<file path="config.mk">
export PLATFORM = sky130hd
export DESIGN_NAME = mult_acc_unit_flat
export DESIGN_NICKNAME = d
export VERILOG_FILES = /design/src/rtl/mult_acc_unit_if.sv /design/src/rtl/mult_acc_unit.sv /design/src/flat_wrapper.sv
export SDC_FILE = /design/constraint.sdc
export NUM_CORES = 1
export LEC_CHECK = 0
export CAP_MARGIN = 20
export CORE_UTILIZATION = 58
export DETAILED_ROUTE_END_ITERATION = 12
export PLACE_DENSITY_LB_ADDON = 0.2
export RECOVER_POWER = 25
export SLEW_MARGIN = 20
export SYNTH_ARGS = -nofsm -noshare
export SYNTH_HDL_FRONTEND = slang
export SYNTH_SLANG_ARGS = --single-unit
</file>
<file path="constraint.sdc">
create_clock -name clk -period 5.8 [get_ports clk]
set_clock_uncertainty 0.05 [all_clocks]
set_input_delay 1.16 -clock clk [delete_from_list [all_inputs] [get_ports clk]]
set_output_delay 1.16 -clock clk [all_outputs]
set_load 0.02 [all_outputs]
</file>
<file path="src/rtl/mult_acc_unit_if.sv">
// Handshake bundle between a product source, the accumulator and its result consumer.
interface mult_acc_unit_if #(
  parameter int unsigned CNT_W = 8
);
  localparam int unsigned ACC_W = 64;

  logic             in_valid;
  logic             in_ready;
  logic [ACC_W-1:0] prod;
  logic             in_clear;
  logic             in_last;
  logic             out_valid;
  logic             out_ready;
  logic [ACC_W-1:0] out_acc;
  logic [CNT_W-1:0] out_count;
  logic             out_ovf;

  // Producer / consumer side (testbench or surrounding datapath)
  modport master (
    output in_valid, prod, in_clear, in_last, out_ready,
    input  in_ready, out_valid, out_acc, out_count, out_ovf
  );

  // Accumulator side
  modport slave (
    input  in_valid, prod, in_clear, in_last, out_ready,
    output in_ready, out_valid, out_acc, out_count, out_ovf
  );
endinterface

</file>
<file path="src/rtl/mult_acc_unit.sv">
// Accumulates 64-bit multiplier products into groups and holds each group
// result (sum mod 2^64, saturating beat count, sticky carry flag) until taken.
module mult_acc_unit #(
  parameter int unsigned CNT_W = 8
) (
  input logic           clk,
  input logic           rst,
  mult_acc_unit_if.slave bus
);
  localparam int unsigned ACC_W = 64;
  localparam logic [CNT_W-1:0] CNT_MAX = '1;

  typedef enum logic {
    ACCUM = 1'b0,
    HOLD  = 1'b1
  } state_t;

  state_t           state, state_next;
  logic             fresh, fresh_next;
  logic [ACC_W-1:0] acc, acc_next;
  logic [CNT_W-1:0] count, count_next;
  logic             ovf, ovf_next;
  logic             in_ready_q, out_valid_q;

  logic             accept_c;
  logic [ACC_W:0]   sum_c;

  assign accept_c = bus.in_valid && in_ready_q;
  assign sum_c    = {1'b0, acc} + {1'b0, bus.prod};

  // Next-state and datapath update; a beat after a handoff or reset always loads
  always_comb begin
    state_next = state;
    fresh_next = fresh;
    acc_next   = acc;
    count_next = count;
    ovf_next   = ovf;
    case (state)
      ACCUM: begin
        if (accept_c) begin
          if (bus.in_clear || fresh) begin
            acc_next   = bus.prod;
            count_next = CNT_W'(1);
            ovf_next   = 1'b0;
          end else begin
            acc_next = sum_c[ACC_W-1:0];
            ovf_next = ovf | sum_c[ACC_W];
            if (count != CNT_MAX) begin
              count_next = count + CNT_W'(1);
            end
          end
          fresh_next = 1'b0;
          if (bus.in_last) begin
            state_next = HOLD;
          end
        end
      end
      HOLD: begin
        if (bus.out_ready) begin
          state_next = ACCUM;
          fresh_next = 1'b1;
        end
      end
      default: state_next = ACCUM;
    endcase
  end

  // State, datapath and handshake registers; handshake flags track the next state
  always_ff @(posedge clk or posedge rst) begin
    if (rst) begin
      state       <= ACCUM;
      fresh       <= 1'b1;
      acc         <= '0;
      count       <= '0;
      ovf         <= 1'b0;
      in_ready_q  <= 1'b1;
      out_valid_q <= 1'b0;
    end else begin
      state       <= state_next;
      fresh       <= fresh_next;
      acc         <= acc_next;
      count       <= count_next;
      ovf         <= ovf_next;
      in_ready_q  <= (state_next == ACCUM);
      out_valid_q <= (state_next == HOLD);
    end
  end

  assign bus.in_ready  = in_ready_q;
  assign bus.out_valid = out_valid_q;
  assign bus.out_acc   = acc;
  assign bus.out_count = count;
  assign bus.out_ovf   = ovf;
endmodule

</file>
<file path="src/flat_wrapper.sv">
// flat-port wrapper written by rule: the top's interface ports become plain ports
module mult_acc_unit_flat 
#(
  parameter int unsigned CNT_W = 8
)
  (clk, rst, bus_in_valid, bus_prod, bus_in_clear, bus_in_last, bus_out_ready, bus_in_ready, bus_out_valid, bus_out_acc, bus_out_count, bus_out_ovf);
  mult_acc_unit_if #(.CNT_W(CNT_W)) bus_i ();
  input logic clk;
  input logic rst;
  input wire logic [$bits(bus_i.in_valid)-1:0] bus_in_valid;
  input wire logic [$bits(bus_i.prod)-1:0] bus_prod;
  input wire logic [$bits(bus_i.in_clear)-1:0] bus_in_clear;
  input wire logic [$bits(bus_i.in_last)-1:0] bus_in_last;
  input wire logic [$bits(bus_i.out_ready)-1:0] bus_out_ready;
  output wire logic [$bits(bus_i.in_ready)-1:0] bus_in_ready;
  output wire logic [$bits(bus_i.out_valid)-1:0] bus_out_valid;
  output wire logic [$bits(bus_i.out_acc)-1:0] bus_out_acc;
  output wire logic [$bits(bus_i.out_count)-1:0] bus_out_count;
  output wire logic [$bits(bus_i.out_ovf)-1:0] bus_out_ovf;
  assign bus_i.in_valid = bus_in_valid;
  assign bus_i.prod = bus_prod;
  assign bus_i.in_clear = bus_in_clear;
  assign bus_i.in_last = bus_in_last;
  assign bus_i.out_ready = bus_out_ready;
  assign bus_in_ready = bus_i.in_ready;
  assign bus_out_valid = bus_i.out_valid;
  assign bus_out_acc = bus_i.out_acc;
  assign bus_out_count = bus_i.out_count;
  assign bus_out_ovf = bus_i.out_ovf;
  mult_acc_unit #(.CNT_W(CNT_W)) u_core (.clk(clk), .rst(rst), .bus(bus_i));
endmodule
</file>
== Yosys cells after proc, flatten, opt, wreduce, memory -nomap -nowiden ==
Index checks and enable logic that the tools add are counted.

* Word-level logic and storage cells: 31
* Output and inout port bits: 75
* Flip-flop bits (word level): 76
* Bits of input ports: 70

* Add/subtract/negate cells: 2
* Muxes and demuxes: 11
* Eq/ne operators: 3
* Reduce and logical (&&, ||, !) cells: 6
* Bitwise logic cells: 3

{| class="wikitable"
|+ Operator list
! kind !! number
|-
| $add A64 B64 Y65 || 1
|-
| $mux W64 || 1
|-
| $mux W8 || 2
|-
| $add A8 B1 Y8 const B || 1
|-
| $ne A8 B8 Y1 const B || 1
|-
| $mux W1 || 6
|-
| $pmux W1 S2 || 2
|-
| $reduce_and A2 Y1 || 2
|-
| $reduce_and A3 Y1 || 1
|-
| $ne A2 B1 Y1 const B || 1
|-
| $ne A2 B2 Y1 const B || 1
|-
| $not A1 Y1 || 2
|-
| $reduce_bool A2 Y1 || 1
|-
| $logic_and A1 B1 Y1 || 1
|-
| $logic_or A1 B1 Y1 || 1
|-
| $or A1 B1 Y1 || 1
|}

== Logic depth before layout (Yosys ltp) ==
* Depth after elaboration: 4
* Gate-level depth with buffers: 12
* Depth with buffers taken out: 12

== Worst setup path after synthesis ==
No wires, ideal clock.

* Path kind: input to register
* From: input port bus_prod[28]
* To: register u_core.acc[58], in the netlist u_core.bus.out_acc[58]
* Stages on the path: 11
* Arrival: 3.451 ns
* Buffers on the path: 1
* Setup time: 0.099 ns
* Setup slack: 2.200 ns
* Path through: ha_1 > buf_2 > nand4_1 > or3_1 > o221ai_1 > nor2_1 > o41ai_4 > a21boi_2 > a2111oi_4 > nor4_1 > a311oi_1

* Word-level cells in the longest chain between the ends: 2

{| class="wikitable"
|+ Ends and longest elaborated chain
! item !! line !! RTL
|-
| start: declaration || flat_wrapper.sv:11 || <nowiki>input wire logic [$bits(bus_i.prod)-1:0] bus_prod;</nowiki>
|-
| $add A64 B64 Y65 || mult_acc_unit.sv:29 || <nowiki>assign sum_c = {1'b0, acc} + {1'b0, bus.prod};</nowiki>
|-
| $mux W64 || mult_acc_unit.sv:41 || <nowiki>if (bus.in_clear || fresh) begin</nowiki>
|-
| end signal: assignment || mult_acc_unit.sv:81 || <nowiki>acc <= acc_next;</nowiki>
|-
| end: declaration || mult_acc_unit.sv:20 || <nowiki>logic [ACC_W-1:0] acc, acc_next;</nowiki>
|}

No other way between the ends.
A chain may end at the register's enable or synchronous reset.

== Worst setup path in the final report ==
* From: input port bus_prod[0]
* To: register u_core.acc[28], in the netlist u_core.bus.out_acc[28]

The elaborated chain is that of the path after synthesis.

==> impl_summary.md <==
Timing
The highest clock frequency the design can meet is 228 MHz. The final-report hold violation count is 0. Counting I/O delays and the setup requirement, the final critical path takes 4380 ps. Hold timing on the final database bottoms out at a slack of 462 ps. In this run the tightest slew margin relative to its limit is -0.740. The summed negative setup slack over all endpoints is 0 ps.

The worst-margin pin slew is 2610 ps. Setup repair after global routing left no endpoint under its margin. The number of setup violations in the final report is 0. The max-slew violation count is 57. The share of the cycle needed by the critical path after routing is 0.755.

Layout
Summing all flip-flop and latch instances after layout gives 1900 µm². The layout filler cell count is 1001. The fraction of layout instances using a drive strength above 1 is 0.0382. Compared with the post-synthesis result, the final layout area differs by 24.9%. The layout net count is 1231. The antenna cell count is 0. The post-route non-filler standard cell count is 1268. The core utilization of the finished layout is 0.750. In the final layout, the multi-input gates occupy 5120 µm².

Worst setup path
The number of buffers and inverters on the critical path is 1. The launching element type of the critical path is an input port. The arrival time of the worst setup path is 4580 ps. STA puts the critical path data required time at 6000 ps. The largest stage delay on the critical path is 530 ps. The kind of cell with the highest combined delay along the critical path is compound AO/OA/AOI/OAI gates. Among all stages on the critical path, the largest delay is contributed by a21boi_0. The class of the most critical setup path is input port to register. For flop-to-flop paths, the worst setup slack is 2240 ps.

The worst setup path is captured at a register. Traced cell by cell, the critical path runs through clkdlybuf4s50_1, ha_1, fa_1, nand3_1, nand4_1, a21boi_0, a211oi_1, o21ai_0, nand2b_1, a21oi_1, xnor2_1, nand2_1, a31oi_1. Along the worst path, the maximum fanout reaches 4.

Clocking
The clock slew seen by the registers of the worst setup and hold paths is 60 ps. The longest clock path from root to sink contains 2 buffers. The source-to-sink clock delay at the later pin of the worst-skew pair is 350 ps. The hold-fix buffer count after cts is 0. Gates resized during post-CTS repair numbered 0.

CTS built an H-tree with a depth of 3. The total number of clock tree sinks is 76. TritonCTS built the clock tree. The tree is rooted in a clkbuf_16.

Counting the buffers created by CTS gives 9. Buffers added to address setup during post-CTS repair amount to 0.

Yosys
The fraction of post-synthesis cell area in the top cell type by area is 0.253. The number of cells produced by synthesis is 982. By area the synthesized netlist is led by dfrtp_1, ha_1, a21oi_1, nand2_1, nor2_1.

The area share of fa/ha/maj cells after synthesis is 0.114. The average instance in the mapped netlist occupies 7.44 µm². Counting flops with a built-in enable in the synthesized netlist gives 0. By area, the combinational part of the netlist is dominated by compound AO/OA/AOI/OAI gates. The multiplexer area fraction after synthesis is 0.00274. In this run, distinct cell masters in the synthesized netlist total 63. The post-synthesis cell area is 7310 µm². The most used flip-flop cell after synthesis is dfrtp_1. The proportion of synthesized chip area in sequential cells is 0.261. The number of synthesis warnings is 0. Of the total synthesized cell area, the portion taken by AND, OR, NAND and NOR gates is 0.211.

Sorting the synthesized cells by how often they occur yields a21oi_1, nand2_1, nor2_1. The biggest area contributor in the post-synthesis netlist is dfrtp_1. The most common cell in the synthesized netlist is a21oi_1.

Synthesis inferred 76 register bits. The share of synthesized registers carrying an async set or reset is 1.00. Synthesis produced a netlist with a net count of 1118.

The xor and xnor fraction of the mapped netlist area is 0.0683. The complex-gate fraction of the synthesized area was 0.303.

Power and ir drop
IR analysis of the VDD net gives a maximum drop of 309 µV. The internal power summed over all cells is 0.00256 W. The fraction of power spent switching nets is 0.493. For this design the total switching power over the nets is 0.00249 W.

The combinational cell fraction of total power is 0.693. Summing internal, switching and leakage power gives 0.00506 W. The power density of the placed cells is 554 nW/µm². The power share of the clock group is 0.118.

In this run the static leakage power is 3.90 nW. The sequential cell fraction of total power is 0.189.

Detailed routing
In the final routing, the length of wire on met1 measures 9340 µm. The DRC violation total after the first TritonRoute iteration is 626. The top metal layer carrying routed signals is met4. The final antenna-violating net count is 0. The met2 layer wire length in the routed design is 9900 µm. Summed over all nets, wire length on met3 after detailed routing comes to 1600 µm.

The via count is 7795. After detailed routing, the number of remaining DRC violations is 0. Dividing the detail-routed via count by the number of cells gives 6.15. The average detailed-routed wire length per instance is 16.7 µm. The total wire length after detailed routing is 21200 µm. The iteration count of the initial detailed-routing pass is 5.

Global routing
The number of antenna violations at the first check in global routing is 0. The wire length of the first global-routing pass is 34700 µm. The total grt overflow is 0.

The maximum number of pins on one net before global-route repair is 57. The aggregate global-route resource usage is 0.333. The via count of the first global-routing pass came to 7266.

Job
The number of max-cap violations is 1.

Worst hold path
The min-delay analysis places its worst path in the category register to register.

Floorplan
The count of standard-cell rows is 40. The area of the die is 13000 µm². The number of placed I/O pins is 145. The starting density of the core is 0.601. The die is 114 µm wide. The area of the core is 12200 µm². The die outline height is 114 µm.

Place
The number of placed instances, taps included is 1252. During placement, the flow inserted port buffers numbering 144. The global placement routability congestion is 0.998. Summed over all nets, the half-perimeter wirelength after detailed placement is 15700 µm.

Outcome
The flow ran to the end, but the final reports show violations. The checks that failed: capacitance limit, slew limit.
-- power groups by stage --
stage / logic [W] / clock network [W] / registers [W]
6_report: 0.00350 / 0.000596 / 0.000958
5_1_grt: 0.00383 / 0.000617 / 0.000987
4_1_cts: 0.00347 / 0.000595 / 0.000959
3_5_place_dp: 0.00344 / 0 / 0.000964
3_3_place_gp: 0.00338 / 0 / 0.000962
2_1_floorplan: 0.00219 / 0 / 0.00119
-- flip-flops by register name, indices dropped and copies added (netlist names) --
signal                count
u_core.bus.out_acc       64
u_core.bus.in_ready       1
u_core.fresh              1
u_core.state              1
u_core.bus.out_count      8
u_core.bus.out_ovf        1
-- layout by cell type, fill, tap and decap left out, types with 3 or more instances in the layout --
cell             synthesis  routed
xor2_1                  14      14
a41oi_1                  3       3
a31oi_1                 25      25
and2_1                   3       3
and3_1                  12      11
a211oi_1                 3       3
dlygate4sd3_1            0      22
o21ai_1                  4       4
o21bai_1                20      20
ha_1                    65      65
o22ai_1                  3       3
nand2b_1                 5       5
buf_4                    1       4
nor2_1                 108     107
a21oi_1                149     149
or3_1                    5       5
nand4_1                 18      18
o21a_1                   6       6
nor3_1                  22      22
inv_1                   29      29
a21o_1                  29      29
o21ai_0                 75      75
clkdlybuf4s50_1          0     122
nor2b_1                  5       5
clkbuf_16                0       9
nand2_1                127     127
or2_2                    6       6
o31ai_1                  5       5
dfrtp_1                 74      74
xnor2_1                 43      43
o211ai_1                10      10
nand3_1                 21      20
-- per-stage QoR --
step           worst slack [ps]  instance area (µm²)
3_3_place_gp               1230                 8820
3_5_place_dp               1110                 8820
6_report                   1420                 9120
2_1_floorplan              2200                 7310
4_1_cts                    1460                 9130
5_1_grt                    1040                 9120
-- worst paths after layout --
check / to / startpoint / depth (start not counted)
worst max-delay path: u_core.bus.out_acc[28]$_DFFE_PP0P_ / bus_prod[0] / 13
worst min-delay path: u_core.bus.out_acc[19]$_DFFE_PP0P_ / u_core.bus.out_acc[19]$_DFFE_PP0P_ / 2
worst max register to register: u_core.bus.out_acc[28]$_DFFE_PP0P_ / u_core.bus.out_acc[0]$_DFFE_PP0P_ / 12
worst min register to register: u_core.bus.out_acc[19]$_DFFE_PP0P_ / u_core.bus.out_acc[19]$_DFFE_PP0P_ / 2
max in group asynchronous: u_core.bus.out_acc[57]$_DFFE_PP0P_ / rst / 3
min in group asynchronous: u_core.bus.out_count[0]$_DFFE_PP0P_ / rst / 2
-- final cells by class --
type                            count  share of cell area
Clock inverter                      4             0.00521
Sequential cell                    76               0.209
Clock buffer                       12              0.0281
Multi-Input combinational cell    829               0.561
Tap cell                          168              0.0230
Inverter                           30              0.0123
Timing Repair Buffer              149               0.162
-- tightest hold or removal path: stages (launching register included) --
cell and delay (ps):
dfrtp_1 370, nand2_1 50, o21ai_0 60
-- cell families after synthesis --
family	Yosys count
adder cells (fa/ha/maj)	66
AND/OR/NAND/NOR	344
multiplexers	2
AO/OA/AOI/OAI	360
flip-flops	76
XOR/XNOR	57
buffers and inverters	77
-- per-layer routing --
layer  track usage  vias to the layer above
li1              -                     3781
met1         0.447                     3657
met2         0.551                      325
met3        0.0561                       32
met4         0.103                        0
met5             0                        -
Power figures use the tool's default switching activity.
